### config.mk
export PLATFORM = sky130hd
export DESIGN_NAME = vga_box_renderer
export DESIGN_NICKNAME = d
export VERILOG_FILES = /design/src/rtl/vga_pkg.sv /design/src/rtl/vga_box_motion.sv /design/src/rtl/vga_box_renderer.sv
export SDC_FILE = /design/constraint.sdc
export NUM_CORES = 1
export LEC_CHECK = 0
export CORE_MARGIN = 1
export CORE_UTILIZATION = 35
export DETAILED_ROUTE_END_ITERATION = 10
export GPL_TIMING_DRIVEN = 0
export SLEW_MARGIN = 0
export SYNTH_ARGS = -nofsm -noshare
export SYNTH_HDL_FRONTEND = slang
export SYNTH_SLANG_ARGS = --single-unit
### constraint.sdc
create_clock -name vga_clk -period 2.94 [get_ports vga_clk]
set_input_delay 0.294 -clock vga_clk [delete_from_list [all_inputs] [get_ports vga_clk]]
set_output_delay 0.294 -clock vga_clk [all_outputs]
set_load 0.01 [all_outputs]
### src/rtl/vga_pkg.sv
// ---------------------------------------------------------------------------
// vga_pkg
// Shared definitions for the VGA pixel pipeline.
//   - 640x480@60 timing constants (active area, sync positions, totals).
//   - rgb12_t : {R[3:0],G[3:0],B[3:0]} pixel word for the Basys3 DAC.
//   - coord_t : 10-bit pixel/line coordinate.
//   - axis_t  : one motion axis (position plus direction flag).
//   - bounce_step : one motion update of a single axis, with edge reflection.
// ---------------------------------------------------------------------------
package vga_pkg;

    localparam int H_ACTIVE     = 640;
    localparam int V_ACTIVE     = 480;
    localparam int H_SYNC_START = 656;
    localparam int H_SYNC_END   = 752;
    localparam int H_TOTAL      = 800;
    localparam int V_SYNC_START = 490;
    localparam int V_SYNC_END   = 492;
    localparam int V_TOTAL      = 525;

    typedef logic [11:0] rgb12_t;
    typedef logic [9:0]  coord_t;

    typedef struct packed {
        coord_t pos;     // leading (left/top) edge of the box
        logic   dirNeg;  // 1 = moving towards 0, 0 = moving away from 0
    } axis_t;

    // One motion update of a single axis. All arithmetic is 11-bit so
    // pos+step never wraps. Hitting either wall clamps the position onto
    // the wall and reverses direction in the same update.
    function automatic axis_t bounce_step(input axis_t      cur,
                                          input logic [10:0] limit,
                                          input logic [10:0] step);
        axis_t      nxt;
        logic [10:0] pos11;
        logic [10:0] sum11;
        logic [10:0] dif11;
        nxt   = cur;
        pos11 = {1'b0, cur.pos};
        sum11 = pos11 + step;
        dif11 = pos11 - step;
        if (!cur.dirNeg) begin
            if (sum11 >= limit) begin
                nxt.pos    = limit[9:0];
                nxt.dirNeg = 1'b1;
            end else begin
                nxt.pos = sum11[9:0];
            end
        end else begin
            if (pos11 <= step) begin
                nxt.pos    = '0;
                nxt.dirNeg = 1'b0;
            end else begin
                nxt.pos = dif11[9:0];
            end
        end
        return nxt;
    endfunction

endpackage

### src/rtl/vga_box_motion.sv
// ---------------------------------------------------------------------------
// vga_box_motion
// Position controller for the bouncing box. Counts frame ticks and, once
// every FRAME_DIV ticks, advances both axes by STEP pixels with reflection
// at the active-area edges. Updates happen only on frame_tick, which sits
// inside vertical blanking, so a rendered frame never sees a moving box.
//
// Ports:
//   vga_clk   in   pixel clock
//   rst       in   asynchronous active-high reset
//   frameTick in   1-cycle pulse at the start of vertical sync
//   move_en   in   1 = apply the update, 0 = hold position/direction
//   boxX      out  box left edge
//   boxY      out  box top edge
//
// Internal state worth probing: xAxis/yAxis (position + direction) and
// divCnt (frame divider).
// ---------------------------------------------------------------------------
module vga_box_motion
    import vga_pkg::*;
#(
    parameter int BOX_W     = 32,
    parameter int BOX_H     = 32,
    parameter int STEP      = 2,
    parameter int FRAME_DIV = 1,
    parameter int INIT_X    = 0,
    parameter int INIT_Y    = 0
) (
    input  logic   vga_clk,
    input  logic   rst,
    input  logic   frameTick,
    input  logic   move_en,
    output coord_t boxX,
    output coord_t boxY
);

    // Largest legal left/top edge: the box must stay fully on screen.
    localparam logic [10:0] X_LIMIT  = 11'(H_ACTIVE - BOX_W);
    localparam logic [10:0] Y_LIMIT  = 11'(V_ACTIVE - BOX_H);
    localparam logic [10:0] STEP_W   = 11'(STEP);
    localparam logic [7:0]  DIV_LAST = 8'(FRAME_DIV - 1);

    axis_t      xAxis;
    axis_t      yAxis;
    axis_t      xAxisNext;
    axis_t      yAxisNext;
    logic [7:0] divCnt;
    logic       updateDue;

    // The divider keeps running while move_en is low; only the position
    // update itself is suppressed.
    always_comb begin
        updateDue = frameTick && (divCnt == DIV_LAST);
        xAxisNext = xAxis;
        yAxisNext = yAxis;
        if (updateDue && move_en) begin
            xAxisNext = bounce_step(xAxis, X_LIMIT, STEP_W);
            yAxisNext = bounce_step(yAxis, Y_LIMIT, STEP_W);
        end
    end

    always_ff @(posedge vga_clk or posedge rst) begin
        if (rst) begin
            divCnt <= '0;
        end else if (frameTick) begin
            if (divCnt == DIV_LAST) begin
                divCnt <= '0;
            end else begin
                divCnt <= divCnt + 8'd1;
            end
        end
    end

    always_ff @(posedge vga_clk or posedge rst) begin
        if (rst) begin
            xAxis.pos    <= 10'(INIT_X);
            xAxis.dirNeg <= 1'b0;
            yAxis.pos    <= 10'(INIT_Y);
            yAxis.dirNeg <= 1'b0;
        end else begin
            xAxis <= xAxisNext;
            yAxis <= yAxisNext;
        end
    end

    assign boxX = xAxis.pos;
    assign boxY = yAxis.pos;

endmodule

### src/rtl/vga_box_renderer.sv
// ---------------------------------------------------------------------------
// vga_box_renderer
// Pixel-colour stage behind the VGA timing generator. Draws a solid box
// bouncing around the 640x480 active area and re-times hSync/vSync so that
// sync and RGB leave the block on the same clock.
//
// Pipeline:
//   stage 1 : countX/countY -> box hit test -> colorS1 (registered).
//             This lines up with displayArea/hSync/vSync, which arrive one
//             cycle after the counts.
//   stage 2 : RGB = displayArea ? colorS1 : 0, hSync/vSync registered.
//   Latency : 2 cycles from countX/countY, 1 cycle from displayArea/syncs.
//
// Ports:
//   vga_clk      in   25 MHz pixel clock
//   rst          in   asynchronous active-high reset
//   countX/Y     in   pixel / line counters (10 bits)
//   displayArea  in   active-video flag (lags counts by 1)
//   hSync/vSync  in   active-low syncs (lag counts by 1)
//   move_en      in   enable box motion
//   box_color    in   12-bit box colour
//   bg_color     in   12-bit background colour
//   vga_r/g/b    out  4-bit colour channels to the DAC
//   vga_hs/vs    out  syncs aligned with RGB
//   frame_tick   out  1-cycle pulse at each vSync falling edge
//
// Build option: define VGA_BORDER_EN to draw a 4-pixel white frame around
// the active area on top of box and background.
// ---------------------------------------------------------------------------
module vga_box_renderer
    import vga_pkg::*;
#(
    parameter int BOX_W     = 32,
    parameter int BOX_H     = 32,
    parameter int STEP      = 2,
    parameter int FRAME_DIV = 1,
    parameter int INIT_X    = 0,
    parameter int INIT_Y    = 0
) (
    input  logic         vga_clk,
    input  logic         rst,
    input  logic [9:0]   countX,
    input  logic [9:0]   countY,
    input  logic         displayArea,
    input  logic         hSync,
    input  logic         vSync,
    input  logic         move_en,
    input  logic [11:0]  box_color,
    input  logic [11:0]  bg_color,
    output logic [3:0]   vga_r,
    output logic [3:0]   vga_g,
    output logic [3:0]   vga_b,
    output logic         vga_hs,
    output logic         vga_vs,
    output logic         frame_tick
);

    coord_t boxX;
    coord_t boxY;
    rgb12_t pixColor;
    rgb12_t colorS1;
    rgb12_t rgbQ;
    logic   hsQ;
    logic   vsQ;
    logic   inBox;
    logic [10:0] cx11;
    logic [10:0] cy11;
    logic [10:0] bx11;
    logic [10:0] by11;

    // vsQ doubles as the delayed vga_vs and as the edge-detector history:
    // both are simply vSync registered, and both reset to 1 (inactive).
    assign frame_tick = vsQ & ~vSync & ~rst;

    vga_box_motion #(
        .BOX_W     (BOX_W),
        .BOX_H     (BOX_H),
        .STEP      (STEP),
        .FRAME_DIV (FRAME_DIV),
        .INIT_X    (INIT_X),
        .INIT_Y    (INIT_Y)
    ) u_motion (
        .vga_clk   (vga_clk),
        .rst       (rst),
        .frameTick (frame_tick),
        .move_en   (move_en),
        .boxX      (boxX),
        .boxY      (boxY)
    );

    // Hit test in 11 bits so boxX+BOX_W cannot wrap near the right edge.
    always_comb begin
        cx11  = {1'b0, countX};
        cy11  = {1'b0, countY};
        bx11  = {1'b0, boxX};
        by11  = {1'b0, boxY};
        inBox = (cx11 >= bx11) && (cx11 < bx11 + 11'(BOX_W)) &&
                (cy11 >= by11) && (cy11 < by11 + 11'(BOX_H));
        pixColor = inBox ? box_color : bg_color;
`ifdef VGA_BORDER_EN
        if ((countX < 10'd4) || (countX >= 10'd636) ||
            (countY < 10'd4) || (countY >= 10'd476)) begin
            pixColor = 12'hFFF;
        end
`endif
    end

    // Stage 1: colour of the pixel addressed by the counts.
    always_ff @(posedge vga_clk or posedge rst) begin
        if (rst) begin
            colorS1 <= '0;
        end else begin
            colorS1 <= pixColor;
        end
    end

    // Stage 2: blank outside active video, align syncs with RGB.
    always_ff @(posedge vga_clk or posedge rst) begin
        if (rst) begin
            rgbQ <= '0;
            hsQ  <= 1'b1;
            vsQ  <= 1'b1;
        end else begin
            rgbQ <= displayArea ? colorS1 : 12'h000;
            hsQ  <= hSync;
            vsQ  <= vSync;
        end
    end

    assign vga_r  = rgbQ[11:8];
    assign vga_g  = rgbQ[7:4];
    assign vga_b  = rgbQ[3:0];
    assign vga_hs = hsQ;
    assign vga_vs = vsQ;

endmodule

==> flow_summary.yaml, run 1 <==
job:
  cap_violations: 0
synth:
  synth-simple-area-share: 0.188
  synth_area_leaders: "dfrtp_1, ha_1, mux2_4, a21oi_1, xnor2_1"
  ys_seq_area_frac: 0.354
  synth_top_family_by_area: "compound AO/OA/AOI/OAI gates"
  syn_nets: 491
  synth_warnings: 0
  syn_avg_cell_area_um2: 9.54
  syn_inst: 401
  netlist.area_leader.share: 0.340
  async_flop_share: 1.00
  synth_edf_count: 0
  synth_top_area_cell: "dfrtp_1"
  synthAdderAreaFrac: 0.131
  ys_types: 67
  synth_compound_area_frac: 0.192
  ys_ff_latch: 54
  ys.flop_type: "dfrtp_1"
  synth_mux_area_frac: 0.0478
  synth_area_mm2: 0.00382
  synth-xor-area-share: 0.0298
place:
  dp.final_hpwl_um: 6900
  place.gp.congestion: 0.849
  dp.cells: 599
  io_buffers: 62
  placed_area_mm2: 0.00461
floorplan:
  row_count: 37
  initial_core_util: 0.365
  die_y_um: 107
  dieArea_mm2: 0.0113
  pin_count: 65
  die_w_um: 107
  core_mm2: 0.0105
clock_tree:
  cts_tree: "yes"
  cts_buffers: 5
  root_buffer: "clkbuf_8"
  h-tree-depth: 2
  clk_pin_slew_worst_paths_ns: 0.10
  post_cts_buffers: 0
  hold_buffers: 0
  clock-sinks: 54
  worstSkewPairLatency_ns: 0.31
  clockBufferDepth: 2
global_route:
  grt.total_usage: 0.165
  grt_pass1_vias: 3188
  overflow: 0
  grt_max_degree: 56
  grt_pass1_wl_um: 15200
  antenna_found_initial: 0
timing:
  fin_setup_tns_ns: 0
  finalMaxSlewViolations: 0
  worst_pin_slew_ns: 0.690
  post-route-period-util: 0.925
  finClkSkew_ns: 0.00921
  hold_viol_final: 0
  rsz0062_at_grt: "no"
  min_period_ns: 2.72
  relSlewSlack: 0.540
  finalSetupViolCount: 0
  max_freq_ghz: 0.368
worst_setup_path:
  arrival_ns: 2.92
  cp.required_ns: 3.14
  start_kind: "flop"
  end_kind: "flop"
  worst-path-max-fanout: 10
  path_class: "reg -> reg"
pwr:
  p_per_area_mw_per_mm2: 639
  leakage_nw: 2.05
  ir_drop_v: 0.000234
layout:
  seqCellArea_mm2: 0.00136
  area_growth_pct: 23.8
  post_layout_nonfiller_instances: 607
  finalInstanceArea_mm2: 0.00473
  nets: 560
  drive_gt1_frac: 0.117
  antennaDiodeCount: 0
  multiInputGateArea_mm2: 0.00225
  fillCellCount: 1043
routing:
  drcViolationCount: 0
  drt_iter0_markers: 125
  detail_route.vias_per_cell: 5.30
  wl_um: 9180
  dr.pass1.iters: 4
  vias: 3219
  antenna_left: 0
  wl_per_cell_um: 15.1
min_path:
  holdCritPathClass: "in -> reg"
outcome:
  status: "finished, final reports clean"
-- registers in the layout (all words and copies together), names as in the netlist --
register and cells:
colorS1 12, rgbQ 12, u_motion.boxX 9, u_motion.boxY 9
u_motion.divCnt 8, u_motion.xAxis 1, u_motion.yAxis 1, vga_hs 1
vga_vs 1
-- stage by stage --
step	hold slack [ns]	util	power [W]	setup WS, ns
3_3_place_gp	0.436	0.441	0.00248	-0.384
6_report	0.397	0.453	0.00303	0.222
5_1_grt	0.388	0.453	0.00328	0.0272
4_1_cts	0.395	0.452	0.00305	0.111
2_1_floorplan	0.298	-	0.00210	0.537
3_5_place_dp	0.440	0.441	0.00251	-0.389
-- routing by layer --
layer	share of wire	up-vias	global-route usage	routed length, um
met1	0.47	1542	0.212	4280
met4	0.0063	0	0.0294	58
li1	-	1606	-	-
met3	0.040	6	0.0245	371
met2	0.49	65	0.293	4470
met5	0	-	0	0
-- worst max-delay path, cell delays in order, from the launching register on --
cell and delay (ns):
dfrtp_2 0.49, ha_1 0.27, and3_1 0.22, xnor2_1 0.17, ha_1 0.26, o22ai_1 0.24
o22ai_2 0.10, nor3_2 0.13, nand4_2 0.20, buf_6 0.22, mux2_4 0.30
-- what timing repair did --
action                     in CTS  in global routing
gates resized for setup         1                  1
cloned                          0                  0
setup endpoints to repair       3                 10
-- cells in the mapped netlist, types with 5 or more instances --
library cell,number
a21o_1,5
a21oi_1,27
a22o_1,6
a31oi_1,5
and2_1,15
and3_1,12
buf_2,10
dfrtp_1,52
ha_1,40
inv_1,27
mux2_4,10
nand2_1,20
nand3_1,15
nand4_1,8
nor2_1,20
nor3_1,10
o21ai_0,6
o21ai_1,12
o22ai_1,6
or3_1,6
xnor2_1,13
-- logic make-up (layout without fill, tap and decap cells) --
family	count (synthesis)	in the layout
AOI/OAI and AO/OA	106	106
xor gates and xnor gates	13	13
adders and majority gates	40	40
buffers and inverters	48	118
DFF	54	54
muxes	13	13
and+or+nand+nor	127	127
-- power by group --
| group | switching (W) | internal [W] |
|---|---|---|
| Combinational | 0.000795 | 0.000657 |
| Clock | 0.000267 | 0.000259 |
| Sequential | 0.000151 | 0.000896 |
-- path summary, 6_finish.rpt --
path | start | endpoint | slack, ns | cells after the start
worst max-delay path | u_motion.boxY[5] | colorS1[9] | 0.22 | 10
worst min-delay path | hSync | vga_hs | 0.40 | 1
worst max register to register | u_motion.boxY[5] | colorS1[9] | 0.22 | 10
worst min register to register | colorS1[1] | rgbQ[1] | 0.46 | 1
max in group asynchronous | rst | u_motion.boxY[5] | 2.00 | 2
min in group asynchronous | rst | colorS1[0] | 0.45 | 2
-- cells in the final DEF (no fill, tap or decap), types with 12 or more instances in the layout --
cell / n
dfrtp_1: 51
xnor2_1: 13
inv_1: 27
o21ai_1: 12
a21oi_1: 27
ha_1: 40
and2_1: 15
nand3_1: 15
clkdlybuf4s50_1: 62
and3_1: 12
nand2_1: 20
nor2_1: 20
-- cell type report --
type,instances,area share
Inverter,29,0.0235
Sequential cell,54,0.286
Tap cell,136,0.0359
Clock inverter,3,0.0100
Multi-Input combinational cell,299,0.475
Buffer,19,0.0233
Timing Repair Buffer,62,0.131
Clock buffer,5,0.0145
Power figures use the tool's default switching activity.
==> inputs of run 2 (changes only) <==
Settings changed: SYNTH_HIERARCHICAL set to 1.
Clock period 2.94 ns to 3.45 ns, I/O delays scaled along.
==> run 2 against run 1 <==
Flip-flop and latch count stayed put; global-route usage is 0.92 points lower; maximum frequency is 11% lower; register-to-register slack better by 0.16 ns; clock power is 9.1% higher; critical path depth stayed put; clock skew is 0.0058 ns lower; first-iteration DRC count is 110% higher; final cell count is 10% higher; core utilization is 0.65 points lower.
==> flow_summary.yaml, run 2 <==
outcome:
  status: "finished, final reports clean"
pwr:
  leakage_nw: 2.22
  seqPwrFrac: 0.328
  p_per_area_mw_per_mm2: 522
  clkPwrFrac: 0.216
  total_power_w: 0.00266
  ir_drop_v: 0.000201
  p_switching_w: 0.000994
  switching_share: 0.374
  p_comb_frac: 0.456
  intPower_w: 0.00166
layout:
  layout_common_cells: "clkdlybuf4s50_1, dfrtp_1, ha_1"
  fillCellCount: 1133
  final_common_cell: "clkdlybuf4s50_1"
  reg_top3: "colorS1: 12 flops, rgbQ: 12 flops"
  area_growth_pct: 24.2
  nets: 614
  post-route-util: 0.446
  drive_gt1_frac: 0.120
  antennaDiodeCount: 0
timing:
  max_freq_ghz: 0.326
  finalMaxSlewViolations: 0
  fin_setup_tns_ns: 0
  min_period_ns: 3.07
  hold_viol_final: 0
  relSlewSlack: 0.272
  post-route-period-util: 0.889
  worst_pin_slew_ns: 1.09
  finClkSkew_ns: 0.00346
  rsz0062_at_grt: "no"
  finalSetupViolCount: 0
synth:
  synth_compound_area_frac: 0.189
  syn_inst: 452
  synth_warnings: 6
  synth_mux_area_frac: 0.0372
  yosysMostFrequentCell: "dfrtp_1"
  ys_types: 70
  synth_top_area_cell: "dfrtp_1"
  synth-xor-area-share: 0.0299
  ys_ff_latch: 54
  synthAdderAreaFrac: 0.122
  synth_common_cells: "dfrtp_1, ha_1, inv_1"
  synth_edf_count: 0
  synth_top_family_by_area: "simple AND/OR/NAND/NOR gates"
  ys_seq_area_frac: 0.330
  netlist.area_leader.share: 0.317
  synth_area_mm2: 0.00410
  ys.flop_type: "dfrtp_1"
  synth_area_leaders: "dfrtp_1, ha_1, buf_4, inv_1, o21ai_0"
  synth-simple-area-share: 0.194
  syn_avg_cell_area_um2: 9.07
  async_flop_share: 1.00
clock_tree:
  post_cts_buffers: 0
  hold_buffers: 0
  clockBufferDepth: 2
  cts_resized: 0
  worstSkewPairLatency_ns: 0.29
  h-tree-depth: 2
  root_buffer: "clkbuf_16"
  cts_tree: "yes"
  clk_pin_slew_worst_paths_ns: 0.07
  clock-sinks: 54
  cts_buffers: 5
floorplan:
  die_w_um: 110
  row_count: 39
  initial_core_util: 0.359
  die_y_um: 110
  core_mm2: 0.0114
  dieArea_mm2: 0.0122
  pin_count: 65
routing:
  wl_per_cell_um: 13.8
  detail_route.vias_per_cell: 5.26
  vias: 3511
  drcViolationCount: 0
  wl_um: 9240
  antenna_left: 0
  drt_iter0_markers: 261
  dr.pass1.iters: 4
min_path:
  holdCritPathClass: "reg -> reg"
  hold_depth: 1
  hp-start: "colorS1[8]"
  min_to: "rgbQ[8]"
worst_setup_path:
  worst-path-max-fanout: 10
  reg2reg_slack_ns: 0.38
  r2r_end: "colorS1[5]"
  arrival_ns: 3.24
  end_kind: "flop"
  cp_slowest_cell: "nor4_2"
  cp.required_ns: 3.63
  worst-r2r-cell-count: 10
  crit_path_frequent_cell: "ha_1"
  r2r-start: "u_motion/boxX[5]"
  cpPeakStageDelay_ns: 0.48
  path_class: "reg -> reg"
  start_kind: "flop"
  cp_cell_sequence: "buf_4, ha_1, inv_1, ha_1, nor3b_1, a2111oi_4, o211ai_1, nor4_2, buf_6, mux2_2"
place:
  place.gp.congestion: 0.895
  io_buffers: 64
  dp.final_hpwl_um: 7090
global_route:
  antenna_found_initial: 0
  grt.total_usage: 0.155
  overflow: 0
  grt_pass1_wl_um: 15100
  grt_max_degree: 29
  grt_pass1_vias: 3228
job:
  cap_violations: 0
## run 2: how the worst max path moves through the flow
stage                            end  cells after the start              from  slack, ns
finish                    colorS1[5]                     10  u_motion/boxX[5]       0.38
global route              colorS1[1]                     10  u_motion/boxX[5]       0.21
floorplan                 colorS1[1]                     10  u_motion/boxX[5]       0.79
CTS                       colorS1[1]                     10  u_motion/boxX[5]       0.29
global placement    u_motion/boxX[9]                      8               rst       0.31
detailed placement  u_motion/boxY[2]                      9             vSync       0.27
## run 2: cell families (layout without fill, tap and decap cells)
family	after synthesis	in the layout
AOI/OAI and AO/OA	112	112
xor gates and xnor gates	14	14
adders and majority gates	40	40
buffers and inverters	80	152
DFF	54	54
muxes	13	13
other	1	2
and+or+nand+nor	138	138
## run 2: power groups by stage
stage | clock network, W | registers (W) | logic [W]
finish | 0.000574 | 0.000873 | 0.00121
global route | 0.000615 | 0.000893 | 0.00137
CTS | 0.000593 | 0.000872 | 0.00121
detailed placement | 0 | 0.000884 | 0.00120
global placement | 0 | 0.000879 | 0.00118
floorplan | 0 | 0.000858 | 0.000908
## run 2: layout make-up
class,instances,area [um2],share of cell area
sequential,54,1350,0.266
buffer,41,248,0.0486
multi-input combinational,319,2360,0.463
clock inverter,2,38.8,0.00762
tap,143,179,0.0351
clock buffer,6,129,0.0253
timing repair buffer,64,641,0.126
inverter,39,146,0.0287
## run 2: worst max-delay path, delay by kind of cell (launching register included)
| kind | cells | cell delay [ns] |
|---|---|---|
| DFF | 1 | 0.43 |
| adders and majority gates | 2 | 0.59 |
| and+or+nand+nor | 2 | 0.66 |
| buffers and inverters | 3 | 0.45 |
| muxes | 1 | 0.35 |
| AOI/OAI and AO/OA | 2 | 0.46 |
## run 2: per-layer routing
layer  up-vias  track usage  part of all wire
met1      1644        0.216              0.47
met2        85        0.254              0.48
met3         9       0.0153             0.038
li1       1773            -                 -
met5         -            0                 0
met4         0       0.0489             0.013
## run 2: stage by stage
step | hold slack, ns | setup slack, ns | instance area, um2 | cells
final | 0.452 | 0.383 | 5090 | 668
after global routing | 0.455 | 0.210 | 5090 | 668
after global placement | 0.434 | 0.309 | 4920 | 660
after floorplan | 0.349 | 0.785 | 4110 | 453
after detailed placement | 0.439 | 0.271 | 4920 | 660
after CTS | 0.454 | 0.289 | 5090 | 668
